## src/rtl/rat_int_controller.sv

```systemverilog
// Four-source edge-captured, fixed-priority interrupt controller for the RAT MCU I/O bus.
// Optional WAIT_ACK re-delivery timeout is enabled by defining INTC_TIMEOUT_EN.
module rat_int_controller #(
    parameter int          N_SRC     = 4,
    parameter logic [7:0]  STATUS_ID = 8'h90,
    parameter logic [7:0]  MASK_ID   = 8'h91,
    parameter logic [7:0]  ACK_ID    = 8'h92,
    parameter int          PULSE_CYC = 2
`ifdef INTC_TIMEOUT_EN
    ,
    parameter logic [15:0] TIMEOUT_CYC = 16'd50000
`endif
) (
    input  logic             CLK,
    input  logic             RESET,
    input  logic [N_SRC-1:0] IRQ_IN,
    input  logic [7:0]       PORT_ID,
    input  logic [7:0]       OUT_PORT,
    input  logic             IO_STRB,
    output logic [7:0]       IN_DATA,
    output logic             IN_SEL,
    output logic             INTR
);

    typedef enum logic [1:0] {
        IDLE,
        ASSERT,
        WAIT_ACK
    } state_t;

    state_t           state_q;
    logic [N_SRC-1:0] irq_prev_q;
    logic [N_SRC-1:0] pending_q;
    logic [N_SRC-1:0] pending_d;
    logic [N_SRC-1:0] mask_q;
    logic [N_SRC-1:0] mask_d;
    logic [1:0]       active_idx_q;
    logic [7:0]       pulse_cnt_q;
    logic             intr_q;
`ifdef INTC_TIMEOUT_EN
    logic [15:0]      timeout_cnt_q;
`endif

    logic             maskWr;
    logic             ackWr;
    logic [N_SRC-1:0] rise;
    logic [N_SRC-1:0] ackClr;
    logic [N_SRC-1:0] req;
    logic             anyReq;
    logic [1:0]       firstIdx;
    logic [3:0]       pend4;
    logic [3:0]       mask4;
    logic             activeBitSet;
    logic             inService;
    logic             unused_out_port;

    assign maskWr = IO_STRB && (PORT_ID == MASK_ID);
    assign ackWr  = IO_STRB && (PORT_ID == ACK_ID);
    assign rise   = IRQ_IN & ~irq_prev_q;
    assign ackClr = ackWr ? OUT_PORT[N_SRC-1:0] : '0;

    // A new edge overrides an acknowledge of the same bit in the same cycle.
    assign pending_d = (pending_q & ~ackClr) | rise;
    assign mask_d    = maskWr ? OUT_PORT[N_SRC-1:0] : mask_q;

    assign pend4           = 4'(pending_q);
    assign mask4           = 4'(mask_q);
    assign activeBitSet    = pend4[active_idx_q];
    assign inService       = (state_q == ASSERT) || (state_q == WAIT_ACK);
    assign unused_out_port = ^OUT_PORT;

    always_comb begin
        req      = pending_q & mask_q;
        anyReq   = |req;
        firstIdx = 2'd0;
        for (int i = N_SRC - 1; i >= 0; i--) begin
            if (req[i]) firstIdx = 2'(i);
        end
    end

    always_ff @(posedge CLK) begin
        if (RESET) begin
            state_q       <= IDLE;
            irq_prev_q    <= '0;
            pending_q     <= '0;
            mask_q        <= '0;
            active_idx_q  <= 2'd0;
            pulse_cnt_q   <= 8'd0;
            intr_q        <= 1'b0;
`ifdef INTC_TIMEOUT_EN
            timeout_cnt_q <= 16'd0;
`endif
        end else begin
            irq_prev_q <= IRQ_IN;
            pending_q  <= pending_d;
            mask_q     <= mask_d;
            case (state_q)
                IDLE: begin
                    intr_q <= 1'b0;
                    if (anyReq) begin
                        active_idx_q <= firstIdx;
                        pulse_cnt_q  <= 8'(PULSE_CYC);
                        intr_q       <= 1'b1;
                        state_q      <= ASSERT;
                    end
                end
                ASSERT: begin
                    // The pulse always completes, even if the source was acked meanwhile.
                    if (pulse_cnt_q <= 8'd1) begin
                        intr_q  <= 1'b0;
                        state_q <= WAIT_ACK;
`ifdef INTC_TIMEOUT_EN
                        timeout_cnt_q <= 16'd0;
`endif
                    end else begin
                        pulse_cnt_q <= pulse_cnt_q - 8'd1;
                    end
                end
                WAIT_ACK: begin
                    intr_q <= 1'b0;
                    if (!activeBitSet) begin
                        state_q <= IDLE;
`ifdef INTC_TIMEOUT_EN
                    end else if (timeout_cnt_q == TIMEOUT_CYC - 16'd1) begin
                        pulse_cnt_q <= 8'(PULSE_CYC);
                        intr_q      <= 1'b1;
                        state_q     <= ASSERT;
                    end else begin
                        timeout_cnt_q <= timeout_cnt_q + 16'd1;
`endif
                    end
                end
                default: begin
                    intr_q  <= 1'b0;
                    state_q <= IDLE;
                end
            endcase
        end
    end

    always_comb begin
        IN_DATA = 8'h00;
        IN_SEL  = 1'b0;
        if (PORT_ID == STATUS_ID) begin
            IN_DATA = {inService, 1'b0, active_idx_q, pend4};
            IN_SEL  = 1'b1;
        end else if (PORT_ID == MASK_ID) begin
            IN_DATA = {4'b0000, mask4};
            IN_SEL  = 1'b1;
        end
    end

    assign INTR = intr_q;

endmodule
```

## config.mk

```make
export PLATFORM = sky130hd
export DESIGN_NAME = rat_int_controller
export DESIGN_NICKNAME = d
export VERILOG_FILES = /design/src/rtl/rat_int_controller.sv
export SDC_FILE = /design/constraint.sdc
export NUM_CORES = 1
export LEC_CHECK = 0
export ABC_AREA = 1
export ABC_CLOCK_PERIOD_IN_PS = 1700
export CORE_UTILIZATION = 40
export DETAILED_ROUTE_END_ITERATION = 6
export PLACE_DENSITY = 0.64
export SLEW_MARGIN = 20
export SYNTH_ARGS = -nofsm -noshare
export SYNTH_HDL_FRONTEND = slang
export SYNTH_SLANG_ARGS = --single-unit
```

## constraint.sdc

```tcl
create_clock -name CLK -period 1.7 [get_ports CLK]
set_clock_uncertainty 0.05 [all_clocks]
set_input_delay 0.51 -clock CLK [delete_from_list [all_inputs] [get_ports CLK]]
set_output_delay 0.51 -clock CLK [all_outputs]
set_load 0.03 [all_outputs]
```

Yosys cells after proc, flatten, opt, wreduce, memory -nomap -nowiden:

Index checks and enable logic that the tools add are counted.

* output and inout port bits: 10
* input bits: 23
* word-level logic and storage cells: 55
* register bits after elaboration: 25

* mux-type cells: 21
* bitwise logic cells: 6
* magnitude comparators: 2
* equal/unequal tests: 9
* reduce and logical (&&, ||, !) cells: 9
* add/sub/neg operators: 1

Operators with widths (number)
* $eq 8x8->1 const B: 3
* $mux 8: 3
* $pmux 8 s2: 1
* $mux 2: 7
* $and 4x4->4: 3
* $le 8x1->1 const B: 1
* $mux 4: 2
* $not 4->4: 2
* $sub 8x1->8 const B: 1
* $ne 2x2->1 const B: 3
* $pmux 2 s3: 1
* $reduce_and 3->1: 2
* $mux 1: 5
* $or 4x4->4: 1
* $reduce_or 4->1: 1
* $lt 2x3->1 const B: 1
* $bmux 1 s2: 1
* $eq 2x1->1 const B: 1
* $eq 2x2->1 const B: 1
* $logic_and 1x1->1: 2
* $logic_not 2->1: 1
* $ne 2x1->1 const B: 1
* $pmux 1 s2: 1
* $reduce_and 2->1: 1
* 2 further kinds: 2

Logic depth before layout (Yosys ltp):

* depth in word-level cells: 6
* mapped depth: 11
* gate-level depth less buffers: 10

Worst setup path after synthesis:

Ideal clock, no wire load.

* kind: input -> output
* start point: input PORT_ID[5]
* end point: output IN_DATA[0]
* setup slack: -370 ps
* arrival time: 1510 ps
* path buffers: 0
* stages on the path: 5
* data required time: 1140 ps
* path through: nor2_1 > nand3_1 > inv_1 > nand4_1 > o22ai_1

* cells in the longest elaborated chain, start to end: 3
* elaborated cells between the ends (all ways): 4
* classes of those cells: eq/ne (2); mux (2)

RTL lines
* start: declaration: RTL line 17 `input logic [7:0] PORT_ID,`
* $eq 8x8->1: RTL line 147 `end else if (PORT_ID == MASK_ID) begin`
* $mux 4: RTL line 147
* $mux 8 (*): RTL line 144 `if (PORT_ID == STATUS_ID) begin`
* end: declaration: RTL line 20 `output logic [7:0] IN_DATA,`

Mark *: on every way between the ends. The rest lies on a longest branch, timed or not.

Worst setup path after layout:

* start point: input PORT_ID[3]
* end point: output IN_DATA[2]

The elaborated chain is that of the path after synthesis.

==> impl_metrics.tcl <==
set metrics [dict create \
    setup_viol 8 \
    hold_path_depth 1 \
    initial_core_util 0.419 \
    drt_iter0_drc 47 \
    max_cap_viol_count 0 \
    cts_tree "done" \
    finalHoldViolCount 0 \
    layout_commonest_cell "nand2_1" \
    routed_wl_um 3230 \
    overflow 0 \
    syn2layout_area_growth_pct 37.8 \
    route.detailed.drc 0 \
    syn-cell-area_um2 1410 \
    worstPathMaxFanout 6 \
    vias_per_cell 4.57 \
    post_drt_wl_per_cell_um 10.7 \
    p_per_area_nw_per_um2 651 \
    num_vias 1381 \
    report.final.slew_viol_count 0 \
    fp.coreArea_um2 3360 \
    netlist_instances 214 \
    final_cell_mix "nand2_1 (42), inv_1 (33), dfxtp_1 (25), nor2_1 (25)" \
    ys_warn_count 0 \
    setup_ws_ns -0.300 \
    cts_hold_buf 0 \
    rows 21 \
    rsz0062_at_grt "true" \
    hold_class "register to register" \
    nNetsFinal 285 \
    die_width_um 61.4 \
    clockBufferDepth 2 \
    io_pins 33 \
    grt_first_pass_wirelength_um 5130 \
    port_buffers 27 \
    syn_nets 242 \
    ir_drop_v 0.000394 \
    min_period_ns 2.00 \
    violations "setup timing" \
    place.gp.congestion 0.761 \
    clk_pin_slew_ns 0.13 \
    grt_max_degree 18 \
    n_fill_cell 363 \
    fmax_mhz 500 \
    design_area_um2 1940 \
    h-tree-depth 1 \
    avgSynthCellArea_um2 6.59 \
    antenna_cells 0 \
    reg2regPathDepth 9 \
    synth_cell_types 25 \
    yosys_register_bits 25 \
    clk_latency_ns 0.31 \
    drive_gt1_frac 0.250 \
    cp.arrival_ns 1.44 \
    p_leak_uw 0.000860 \
    status "complete, but fails checks" \
    grt_pass1_vias 1181 \
    ctsRootBufferMaster "clkbuf_4" \
    synth-seq-area-share 0.355 \
    post-route-period-util 1.18 \
    antenna_found_initial 0 \
    ant_nets 0 \
    cts_inserted_buffers 3 \
    dr.pass1.iters 4 \
    die-area_um2 3770 \
    clkSinkCount 25 \
    grt_usage 0.185 \
    critPathKind "input port to primary output" \
    worst_setup_path_start_kind "input port" \
    fin_hold_ws_ns 0.374 \
    required_ns 1.14 \
    die_h_um 61.4 \
    placedInstanceArea_um2 1830 \
    crit_path_end_kind "primary output" \
    hpwl_um 2460 \
]
[critical path, cell delays in order]
cell	delay (ns)
clkdlybuf4s15_2	0.21
nor2_4	0.14
nand4_1	0.15
buf_6	0.18
o22ai_4	0.10
buf_6	0.15
[registers in the layout, indices dropped and copies added (netlist names)]
| register | cells |
|---|---|
| pulse_cnt_q | 8 |
| active_idx_q | 2 |
| pend4 | 4 |
| INTR | 1 |
| state_q | 2 |
| mask4 | 4 |
| irq_prev_q | 4 |
[where the power goes]
| part | internal [uW] | switching, uW |
|---|---|---|
| clock | 91.6 | 174 |
| sequential | 615 | 16.4 |
| combinational | 159 | 209 |
| total | 866 | 400 |
[cell usage after synthesis (all sizes together)]
cell | count | area share
o31ai | 4 | 0.021
a211oi | 1 | 0.0053
buf | 3 | 0.016
inv | 38 | 0.10
clkbuf | 1 | 0.0027
nor3 | 2 | 0.0071
conb | 1 | 0.0027
nand2 | 49 | 0.14
dfxtp | 25 | 0.35
nand3 | 14 | 0.057
ha | 5 | 0.044
nor2 | 34 | 0.096
o21ai | 11 | 0.039
o22ai | 4 | 0.018
xnor2 | 1 | 0.0062
nand4 | 3 | 0.013
xor2 | 1 | 0.0062
a21oi | 17 | 0.068
[stage by stage]
step / utilization / setup TNS (ns) / power, uW / worst slack (ns) / instances
after floorplan: - / -2.44 / 874 / -0.323 / 214
after global placement: 0.544 / -6.05 / 999 / -0.667 / 295
after detailed placement: 0.544 / -6.19 / 1000 / -0.692 / 295
after CTS: 0.575 / -2.09 / 1280 / -0.276 / 301
after global routing: 0.578 / -2.89 / 1350 / -0.385 / 302
final: 0.578 / -2.20 / 1270 / -0.300 / 302
[logic make-up (layout without fill, tap and decap cells)]
| group | Yosys count | in the layout | synth area share |
|---|---|---|---|
| flops | 25 | 25 | 0.355 |
| compound gates | 37 | 37 | 0.152 |
| simple gates | 102 | 102 | 0.314 |
| xor+xnor | 2 | 2 | 0.0124 |
| fa+ha+maj | 5 | 5 | 0.0444 |
| other cells | 1 | 1 | 0.00266 |
| buf+inv | 42 | 84 | 0.120 |
[path summary, 6_finish.rpt]
check | from | to | slack, ns
max reg2reg | pulse_cnt_q[0] | pulse_cnt_q[1] | 0.17
max | PORT_ID[3] | IN_DATA[2] | -0.30
min | irq_prev_q[2] | pend4[2] | 0.37
min reg2reg | irq_prev_q[2] | pend4[2] | 0.37
[metal layers]
metal,global-route usage,routed length (um),up-vias
li1,-,-,760
met1,0.253,1630,597
met5,0,0,-
met3,0.0336,115,2
met2,0.298,1460,22
met4,0.0571,21,0
[final cells by class]
| class | count | area, um^2 | area share |
|---|---|---|---|
| tap | 46 | 57.6 | 0.0296 |
| sequential | 25 | 500 | 0.258 |
| inverter | 38 | 143 | 0.0734 |
| clock buffer | 4 | 26.3 | 0.0135 |
| multi-input combinational | 147 | 831 | 0.428 |
| timing repair buffer | 42 | 385 | 0.198 |
[timing repair]
action                                  in CTS  in global routing
setup buffers                                2                  1
resized for setup                           45                  2
endpoints found under the setup margin       9                  9
pin swaps                                    6                  1
Power figures use the tool's default switching activity.
